===== src/rtl/hazard_unit_pkg.sv =====
// Shared types and constants for the pipeline hazard unit.
package hazard_unit_pkg;

  localparam int unsigned REG_W = 5;

  typedef logic [REG_W-1:0] reg_idx_t;
  typedef logic [1:0]       fwd_sel_t;

  localparam fwd_sel_t FWD_RF  = 2'b00;
  localparam fwd_sel_t FWD_WB  = 2'b01;
  localparam fwd_sel_t FWD_MEM = 2'b10;

  typedef enum logic [1:0] {
    RUN  = 2'd0,
    WAIT = 2'd1,
    ERR  = 2'd2
  } mem_state_t;

  // Operand bypass select: the younger MEM result beats the older WB result; x0 is never forwarded.
  function automatic fwd_sel_t fwd_sel(input reg_idx_t rs,
                                       input reg_idx_t rd_m,
                                       input logic     we_m,
                                       input reg_idx_t rd_w,
                                       input logic     we_w);
    fwd_sel_t sel;
    sel = FWD_RF;
    if ((rs != '0) && we_m && (rs == rd_m))      sel = FWD_MEM;
    else if ((rs != '0) && we_w && (rs == rd_w)) sel = FWD_WB;
    return sel;
  endfunction

endpackage


===== src/rtl/hazard_unit_if.sv =====
// Pipeline <-> hazard unit bundle: stage tags in, forwarding/stall/flush controls and status out.
interface hazard_unit_if #(parameter int unsigned CNT_W = 32);
  import hazard_unit_pkg::*;

  reg_idx_t         rs1_d;
  reg_idx_t         rs2_d;
  reg_idx_t         rs1_e;
  reg_idx_t         rs2_e;
  reg_idx_t         rd_e;
  logic             result_src_e_lsb;
  logic             pc_src_e;
  reg_idx_t         rd_m;
  logic             reg_write_m;
  reg_idx_t         rd_w;
  logic             reg_write_w;
  logic             mem_req_m;
  logic             mem_ready_m;
  logic             clr_cnt;

  fwd_sel_t         sel_fwd_a_e;
  fwd_sel_t         sel_fwd_b_e;
  logic             stall_f;
  logic             stall_d;
  logic             stall_e;
  logic             stall_m;
  logic             flush_d;
  logic             flush_e;
  logic             flush_w;
  logic             mem_err;
  logic [CNT_W-1:0] stall_cnt;
  logic [CNT_W-1:0] flush_cnt;

  // Pipeline side: supplies stage tags, consumes controls.
  modport master (
    output rs1_d, rs2_d, rs1_e, rs2_e, rd_e, result_src_e_lsb, pc_src_e,
           rd_m, reg_write_m, rd_w, reg_write_w, mem_req_m, mem_ready_m, clr_cnt,
    input  sel_fwd_a_e, sel_fwd_b_e, stall_f, stall_d, stall_e, stall_m,
           flush_d, flush_e, flush_w, mem_err, stall_cnt, flush_cnt
  );

  // Hazard unit side.
  modport slave (
    input  rs1_d, rs2_d, rs1_e, rs2_e, rd_e, result_src_e_lsb, pc_src_e,
           rd_m, reg_write_m, rd_w, reg_write_w, mem_req_m, mem_ready_m, clr_cnt,
    output sel_fwd_a_e, sel_fwd_b_e, stall_f, stall_d, stall_e, stall_m,
           flush_d, flush_e, flush_w, mem_err, stall_cnt, flush_cnt
  );

endinterface


===== src/rtl/hazard_perf_counter.sv =====
// Saturating event counter with synchronous clear (clear beats increment).
module hazard_perf_counter #(
  parameter int unsigned CNT_W = 32
) (
  input  logic             clk,
  input  logic             rst_n,
  input  logic             clr,
  input  logic             inc,
  output logic [CNT_W-1:0] count
);

  always_ff @(posedge clk or negedge rst_n) begin
    if (!rst_n)                      count <= '0;
    else if (clr)                    count <= '0;
    else if (inc && (count != '1))   count <= count + CNT_W'(1);
  end

endmodule


===== src/rtl/hazard_unit.sv =====
// Five-stage pipeline hazard control: operand forwarding, load-use and memory-wait stalls,
// branch flushes, data-memory timeout detection and hazard performance counters.
module hazard_unit #(
  parameter int unsigned MEM_TIMEOUT = 16,
  parameter int unsigned CNT_W       = 32
) (
  input  logic         clk,
  input  logic         rst_n,
  hazard_unit_if.slave bus
);
  import hazard_unit_pkg::*;

  localparam int unsigned WAIT_W = $clog2(MEM_TIMEOUT + 1);

  mem_state_t        state;
  mem_state_t        state_next;
  logic [WAIT_W-1:0] wait_cnt;
  logic [WAIT_W-1:0] wait_cnt_next;
  logic              mem_err_q;

  logic              load_use;
  logic              freeze;
  logic              mem_stuck;
  logic              stall_f_c;
  logic              stall_d_c;
  logic              stall_e_c;
  logic              stall_m_c;
  logic              flush_d_c;
  logic              flush_e_c;
  logic              flush_w_c;
  logic              redirect_taken;
  fwd_sel_t          sel_a_c;
  fwd_sel_t          sel_b_c;

  assign mem_stuck = bus.mem_req_m & ~bus.mem_ready_m;

  // Memory-wait FSM state register; mem_err mirrors entry into ERR.
  always_ff @(posedge clk or negedge rst_n) begin
    if (!rst_n) begin
      state     <= RUN;
      wait_cnt  <= '0;
      mem_err_q <= 1'b0;
    end else begin
      state     <= state_next;
      wait_cnt  <= wait_cnt_next;
      mem_err_q <= (state_next == ERR);
    end
  end

  // Next state: wait_cnt holds the number of not-ready cycles already elapsed.
  always_comb begin
    state_next    = state;
    wait_cnt_next = wait_cnt;
    case (state)
      RUN: begin
        if (mem_stuck) begin
          state_next    = WAIT;
          wait_cnt_next = WAIT_W'(1);
        end
      end
      WAIT: begin
        if (bus.mem_ready_m) begin
          state_next    = RUN;
          wait_cnt_next = '0;
        end else if (wait_cnt == WAIT_W'(MEM_TIMEOUT - 1)) begin
          state_next    = ERR;
        end else begin
          wait_cnt_next = wait_cnt + WAIT_W'(1);
        end
      end
      ERR: begin
        state_next = ERR;
      end
      default: begin
        state_next    = RUN;
        wait_cnt_next = '0;
      end
    endcase
  end

  assign load_use = bus.result_src_e_lsb && (bus.rd_e != '0) &&
                    ((bus.rd_e == bus.rs1_d) || (bus.rd_e == bus.rs2_d));
  assign freeze   = (state == ERR) || mem_stuck;

  // Stall/flush controls; freeze holds everything and defers any redirect.
  always_comb begin
    stall_f_c = 1'b0;
    stall_d_c = 1'b0;
    stall_e_c = 1'b0;
    stall_m_c = 1'b0;
    flush_d_c = 1'b0;
    flush_e_c = 1'b0;
    flush_w_c = 1'b0;
    if (!rst_n) begin
      flush_d_c = 1'b1;
      flush_e_c = 1'b1;
      flush_w_c = 1'b1;
    end else if (freeze) begin
      stall_f_c = 1'b1;
      stall_d_c = 1'b1;
      stall_e_c = 1'b1;
      stall_m_c = 1'b1;
      flush_w_c = 1'b1;
    end else begin
      flush_d_c = bus.pc_src_e;
      flush_e_c = bus.pc_src_e | load_use;
      stall_f_c = load_use & ~bus.pc_src_e;
      stall_d_c = load_use & ~bus.pc_src_e;
    end
  end

  always_comb begin
    sel_a_c = FWD_RF;
    sel_b_c = FWD_RF;
    if (rst_n) begin
      sel_a_c = fwd_sel(bus.rs1_e, bus.rd_m, bus.reg_write_m, bus.rd_w, bus.reg_write_w);
      sel_b_c = fwd_sel(bus.rs2_e, bus.rd_m, bus.reg_write_m, bus.rd_w, bus.reg_write_w);
    end
  end

  assign redirect_taken = bus.pc_src_e & ~freeze;

  hazard_perf_counter #(.CNT_W(CNT_W)) u_stall_cnt (
    .clk   (clk),
    .rst_n (rst_n),
    .clr   (bus.clr_cnt),
    .inc   (stall_f_c),
    .count (bus.stall_cnt)
  );

  hazard_perf_counter #(.CNT_W(CNT_W)) u_flush_cnt (
    .clk   (clk),
    .rst_n (rst_n),
    .clr   (bus.clr_cnt),
    .inc   (redirect_taken),
    .count (bus.flush_cnt)
  );

  assign bus.sel_fwd_a_e = sel_a_c;
  assign bus.sel_fwd_b_e = sel_b_c;
  assign bus.stall_f     = stall_f_c;
  assign bus.stall_d     = stall_d_c;
  assign bus.stall_e     = stall_e_c;
  assign bus.stall_m     = stall_m_c;
  assign bus.flush_d     = flush_d_c;
  assign bus.flush_e     = flush_e_c;
  assign bus.flush_w     = flush_w_c;
  assign bus.mem_err     = mem_err_q;

endmodule

===== src/flat_wrapper.sv =====
// flat-port wrapper written by rule: the top's interface ports become plain ports
module hazard_unit_flat import hazard_unit_pkg::*;
#(
  parameter int unsigned MEM_TIMEOUT = 16,
  parameter int unsigned CNT_W       = 32
)
  (clk, rst_n, bus_rs1_d, bus_rs2_d, bus_rs1_e, bus_rs2_e, bus_rd_e, bus_result_src_e_lsb, bus_pc_src_e, bus_rd_m, bus_reg_write_m, bus_rd_w, bus_reg_write_w, bus_mem_req_m, bus_mem_ready_m, bus_clr_cnt, bus_sel_fwd_a_e, bus_sel_fwd_b_e, bus_stall_f, bus_stall_d, bus_stall_e, bus_stall_m, bus_flush_d, bus_flush_e, bus_flush_w, bus_mem_err, bus_stall_cnt, bus_flush_cnt);
  hazard_unit_if #(.CNT_W(CNT_W)) bus_i ();
  input  logic clk;
  input  logic rst_n;
  input wire logic [$bits(bus_i.rs1_d)-1:0] bus_rs1_d;
  input wire logic [$bits(bus_i.rs2_d)-1:0] bus_rs2_d;
  input wire logic [$bits(bus_i.rs1_e)-1:0] bus_rs1_e;
  input wire logic [$bits(bus_i.rs2_e)-1:0] bus_rs2_e;
  input wire logic [$bits(bus_i.rd_e)-1:0] bus_rd_e;
  input wire logic [$bits(bus_i.result_src_e_lsb)-1:0] bus_result_src_e_lsb;
  input wire logic [$bits(bus_i.pc_src_e)-1:0] bus_pc_src_e;
  input wire logic [$bits(bus_i.rd_m)-1:0] bus_rd_m;
  input wire logic [$bits(bus_i.reg_write_m)-1:0] bus_reg_write_m;
  input wire logic [$bits(bus_i.rd_w)-1:0] bus_rd_w;
  input wire logic [$bits(bus_i.reg_write_w)-1:0] bus_reg_write_w;
  input wire logic [$bits(bus_i.mem_req_m)-1:0] bus_mem_req_m;
  input wire logic [$bits(bus_i.mem_ready_m)-1:0] bus_mem_ready_m;
  input wire logic [$bits(bus_i.clr_cnt)-1:0] bus_clr_cnt;
  output wire logic [$bits(bus_i.sel_fwd_a_e)-1:0] bus_sel_fwd_a_e;
  output wire logic [$bits(bus_i.sel_fwd_b_e)-1:0] bus_sel_fwd_b_e;
  output wire logic [$bits(bus_i.stall_f)-1:0] bus_stall_f;
  output wire logic [$bits(bus_i.stall_d)-1:0] bus_stall_d;
  output wire logic [$bits(bus_i.stall_e)-1:0] bus_stall_e;
  output wire logic [$bits(bus_i.stall_m)-1:0] bus_stall_m;
  output wire logic [$bits(bus_i.flush_d)-1:0] bus_flush_d;
  output wire logic [$bits(bus_i.flush_e)-1:0] bus_flush_e;
  output wire logic [$bits(bus_i.flush_w)-1:0] bus_flush_w;
  output wire logic [$bits(bus_i.mem_err)-1:0] bus_mem_err;
  output wire logic [$bits(bus_i.stall_cnt)-1:0] bus_stall_cnt;
  output wire logic [$bits(bus_i.flush_cnt)-1:0] bus_flush_cnt;
  assign bus_i.rs1_d = bus_rs1_d;
  assign bus_i.rs2_d = bus_rs2_d;
  assign bus_i.rs1_e = bus_rs1_e;
  assign bus_i.rs2_e = bus_rs2_e;
  assign bus_i.rd_e = bus_rd_e;
  assign bus_i.result_src_e_lsb = bus_result_src_e_lsb;
  assign bus_i.pc_src_e = bus_pc_src_e;
  assign bus_i.rd_m = bus_rd_m;
  assign bus_i.reg_write_m = bus_reg_write_m;
  assign bus_i.rd_w = bus_rd_w;
  assign bus_i.reg_write_w = bus_reg_write_w;
  assign bus_i.mem_req_m = bus_mem_req_m;
  assign bus_i.mem_ready_m = bus_mem_ready_m;
  assign bus_i.clr_cnt = bus_clr_cnt;
  assign bus_sel_fwd_a_e = bus_i.sel_fwd_a_e;
  assign bus_sel_fwd_b_e = bus_i.sel_fwd_b_e;
  assign bus_stall_f = bus_i.stall_f;
  assign bus_stall_d = bus_i.stall_d;
  assign bus_stall_e = bus_i.stall_e;
  assign bus_stall_m = bus_i.stall_m;
  assign bus_flush_d = bus_i.flush_d;
  assign bus_flush_e = bus_i.flush_e;
  assign bus_flush_w = bus_i.flush_w;
  assign bus_mem_err = bus_i.mem_err;
  assign bus_stall_cnt = bus_i.stall_cnt;
  assign bus_flush_cnt = bus_i.flush_cnt;
  hazard_unit #(.MEM_TIMEOUT(MEM_TIMEOUT), .CNT_W(CNT_W)) u_core (.clk(clk), .rst_n(rst_n), .bus(bus_i));
endmodule

===== config.mk =====
export PLATFORM = sky130hd
export DESIGN_NAME = hazard_unit_flat
export DESIGN_NICKNAME = d
export VERILOG_FILES = /design/src/rtl/hazard_unit_pkg.sv /design/src/rtl/hazard_unit_if.sv /design/src/rtl/hazard_perf_counter.sv /design/src/rtl/hazard_unit.sv /design/src/flat_wrapper.sv
export SDC_FILE = /design/constraint.sdc
export NUM_CORES = 1
export LEC_CHECK = 0
export BUFFER_PORTS_ARGS = -buffer_cell sky130_fd_sc_hd__buf_2
export CELL_PAD_IN_SITES_DETAIL_PLACEMENT = 1
export CELL_PAD_IN_SITES_GLOBAL_PLACEMENT = 2
export CORE_ASPECT_RATIO = 2
export CORE_MARGIN = 2
export CORE_UTILIZATION = 29
export DETAILED_ROUTE_END_ITERATION = 10
export HOLD_SLACK_MARGIN = 0.06
export PLACE_DENSITY = 0.88
export SLEW_MARGIN = 0
export SYNTH_ARGS = -nofsm -noshare
export SYNTH_HDL_FRONTEND = slang
export SYNTH_HIERARCHICAL = 1
export SYNTH_SLANG_ARGS = --single-unit

===== constraint.sdc =====
create_clock -name clk -period 2.5 [get_ports clk]
set_input_delay 0.5 -clock clk [delete_from_list [all_inputs] [get_ports clk]]
set_output_delay 0.5 -clock clk [all_outputs]
set_load 0.02 [all_outputs]

==> results.md <==
Critical path:
- In this run the worst path has a maximum fanout of 3.
- The worst setup path is launched from a register.
- The worst endpoint data arrival time is 2680 ps.
- At the worst endpoint, the required time is 2740 ps.
- The critical path class is register to register.
- The worst setup path is captured at a register.

STA:
- The max-slew violation count was 0.
- Setup slack on the critical path of the routed design comes to 58.77 ps.
- The measured slew at the worst slew-check pin is 627.8 ps.
- The worst path needs 2441 ps of the cycle, external delays included.
- Hold is met by 291.3 ps.
- In the finished design, the share of the clock period the worst path needs comes to 0.9765.
- Setup violations remaining at the end of the flow were counted as 0.
- The post-route clock skew is 10.35 ps.
- The worst slew margin relative to its limit is 0.5780.
- Setup total negative slack on the finished layout was measured at 0 ps.
- The achievable clock frequency is 0.4096 GHz.
- The total count of hold-check failures in the final report came to 0.

Finish:
- In the layout the commonest cells are 118 x buf_2, 72 x dfrtp_1, 48 x nor2_1.
- Leaving out fill and tap cells, the most frequent cell in the layout is buf_2.
- The net count of the finished layout is 700.
- The total inserted antenna cells is 0.
- From synthesis to final layout, the design area changed by 33.43%.
- The fraction of layout instances using a drive strength above 1 is 0.3486.
- For this run, the share of the core covered by cells in the final layout is 0.3914.

GRT:
- The first global-routing pass estimated 23,130 um of wire.
- The global-route usage over all layers is 0.1677.
- The via count of the first global-routing pass came to 4,696.
- Entering global routing, the biggest net connects 48 pins.
- The initial antenna violation count is 0.
- After global routing the overflow that remains totals 0.

Min path:
- The min-delay analysis places its worst path in the category input pin to asynchronous set/reset pin.

CTS:
- The clock reaches the later pin of the worst-skew pair after 330 ps.
- Clock tree synthesis selected as its root buffer the cell clkbuf_16.
- The H-tree was split into 3 levels.
- The clock-pin slew on the worst setup and hold paths is 60 ps.
- The count of hold-fix buffers inserted at cts is 0.
- The buffer depth of the longest clock path is 2.
- Clock tree synthesis found a total of 72 sinks.
- TritonCTS built the clock tree.
- The CTS buffer count is 9.

Detailed routing:
- Summed over all layers, the routed wires come to ~14,000 um.
- Across all layers, the routed design uses around 4.5k vias.
- Dividing the detail-routed wire length by the instance count gives 16.60 um.
- The number of iterations in the first detailed-routing pass is 4.
- After detailed routing, the number of remaining DRC violations is 0.
- The DRC violation total after the first TritonRoute iteration is 113.
- The count of nets left with antenna violations once routing finished came out at 0.
- The number of vias per cell is ~5.2.

Floorplan:
- The initialized floorplan defines 65 standard-cell rows.
- The die width is 92.87 um.
- The floorplan step defined a die boundary enclosing 0.01688 mm2.
- The initial standard-cell utilization of the core is 0.2933.
- The die is about 180 um tall.
- The I/O pin count is 120.
- The core region is approximately 0.016 mm2.

Synthesis:
- The number of nets in the synthesized netlist is 546.
- The total number of yosys warnings is 6.
- The share of the Yosys chip area taken by registers is 0.3933.
- In this run, synthesis produced a sequential element count of 72.
- Counting distinct cell types in the post-synthesis netlist gives 64.
- After synthesis the cells add up to 0.004581 mm2.
- Synthesis produced a netlist whose cell count is approximately 500.
- For this run, the leading register cell type out of synthesis is dfrtp_1.
- The share of async-settable or async-resettable flops after synthesis is 1.000.
- The average size of a mapped cell is between 9 and 10 um2.
- In this run, synthesis inferred 0 flip-flops with an integrated enable.

Power and ir drop:
- The maximum vdd ir drop is between 0.3 and 0.4 mV.
- The leakage power is ~2.7 nW.
- After layout, the design draws a total of just under 3 mW.
- The cell area power density is 480.8 mW/mm2.

Run status:
- The flow ran to the end, and the final reports show no timing, DRC or antenna violations.

Place:
- Once detailed placement completed, the half-perimeter wirelength came to 10,340 um.
- Buffers placed on the I/O ports in this run total around 120.
- Timing analysis after detailed placement gives a worst setup slack of -411.6 ps.
- Routability-driven placement finished with a final weighted congestion of approximately 0.8.

Job:
- The number of violations of the max-capacitance limit is 0.
final timing paths:
kind	endpoint	cells past startpoint	slack, ps	from
setup / recovery	u_core/u_flush_cnt/count[29]	9	60	u_core/state[1]
hold / removal	u_core/wait_cnt[4]	2	290	rst_n
setup reg to reg	u_core/u_flush_cnt/count[29]	9	60	u_core/state[1]
hold reg to reg	u_core/wait_cnt[3]	1	480	u_core/wait_cnt[3]
max in group asynchronous	u_core/u_stall_cnt/count[16]	3	1310	rst_n
min in group clk	u_core/wait_cnt[3]	1	480	u_core/wait_cnt[3]
critical path: stages (launching register included):
cell	delay, ps
dfrtp_1	380
nand2b_1	90
o21a_1	160
nand2_1	90
inv_2	90
nand4_1	140
or4_4	540
a2111o_1	350
or3_1	330
a21oi_1	190
power by group:
group	switching, mW	internal (mW)	total (mW)
sequential	0.0123	1.18	1.19
combinational	0.166	0.114	0.281
clock	0.499	0.972	1.47
total	0.677	2.26	2.94
area by class of cell:
class	count	area [um2]
Clock buffer	10	229.0
Clock inverter	6	107.6
Fill cell	1903	9503
Inverter	17	63.81
Multi-Input combinational cell	394	2743
Sequential cell	72	1802
Tap cell	201	251.5
Timing Repair Buffer	158	915.9
logic make-up (layout without fill, tap and decap cells):
group	after synthesis	count (layout)	synth area share
AO/OA/AOI/OAI	93	94	0.1407
XOR/XNOR	53	53	0.1013
adder cells (fa/ha/maj)	4	4	0.01093
buffers and inverters	33	191	0.03250
flip-flops	72	72	0.3933
multiplexers	11	11	0.02731
AND/OR/NAND/NOR	232	232	0.2939
cells in the mapped netlist, types with 5 or more instances:
cell,count,area (um2)
nor4_2,6,75.07
o21ai_0,22,110.1
dfrtp_1,72,1802
inv_1,17,63.81
or3_1,18,112.6
clkbuf_1,9,33.78
nor3_1,11,55.05
and2_1,6,37.54
nor4_1,10,62.56
and3_1,14,87.58
o31ai_1,9,67.56
a211oi_1,5,37.54
nor2_1,48,180.2
a21oi_1,29,145.1
nand2_1,32,120.1
or4_1,7,52.55
nand3_1,26,130.1
nor2b_1,9,56.30
xnor2_1,32,280.3
xor2_1,21,183.9
mux2_2,8,90.09
nand4_1,17,106.4
timing repair:
action,CTS,global route
cloned,0,1
pin swaps,1,4
setup endpoints to repair,12,14
resized for setup,2,9
buffers inserted,0,3
registers in the layout, summed over array words and instances (netlist names):
signal                    count
u_core/state                  2
u_core/wait_cnt               5
u_core/bus.mem_err            1
u_core/u_flush_cnt/count     32
u_core/u_stall_cnt/count     32
through the flow:
| step | std cells | area (um2) |
|---|---|---|
| after floorplan | 498 | 4654 |
| final | 858 | 6112 |
| after global routing | 858 | 6112 |
| after global placement | 838 | 5708 |
| after CTS | 854 | 6052 |
| after detailed placement | 838 | 5708 |
routing by layer:
layer / vias to the layer above / GRT usage / wire [um]
li1: 2138 / - / -
met1: 2255 / 0.2149 / 6348
met2: 94 / 0.2893 / 7186
met3: 8 / 0.03154 / 614
met4: 0 / 0.04059 / 97
met5: - / 0 / 0
Power figures use the tool's default switching activity.
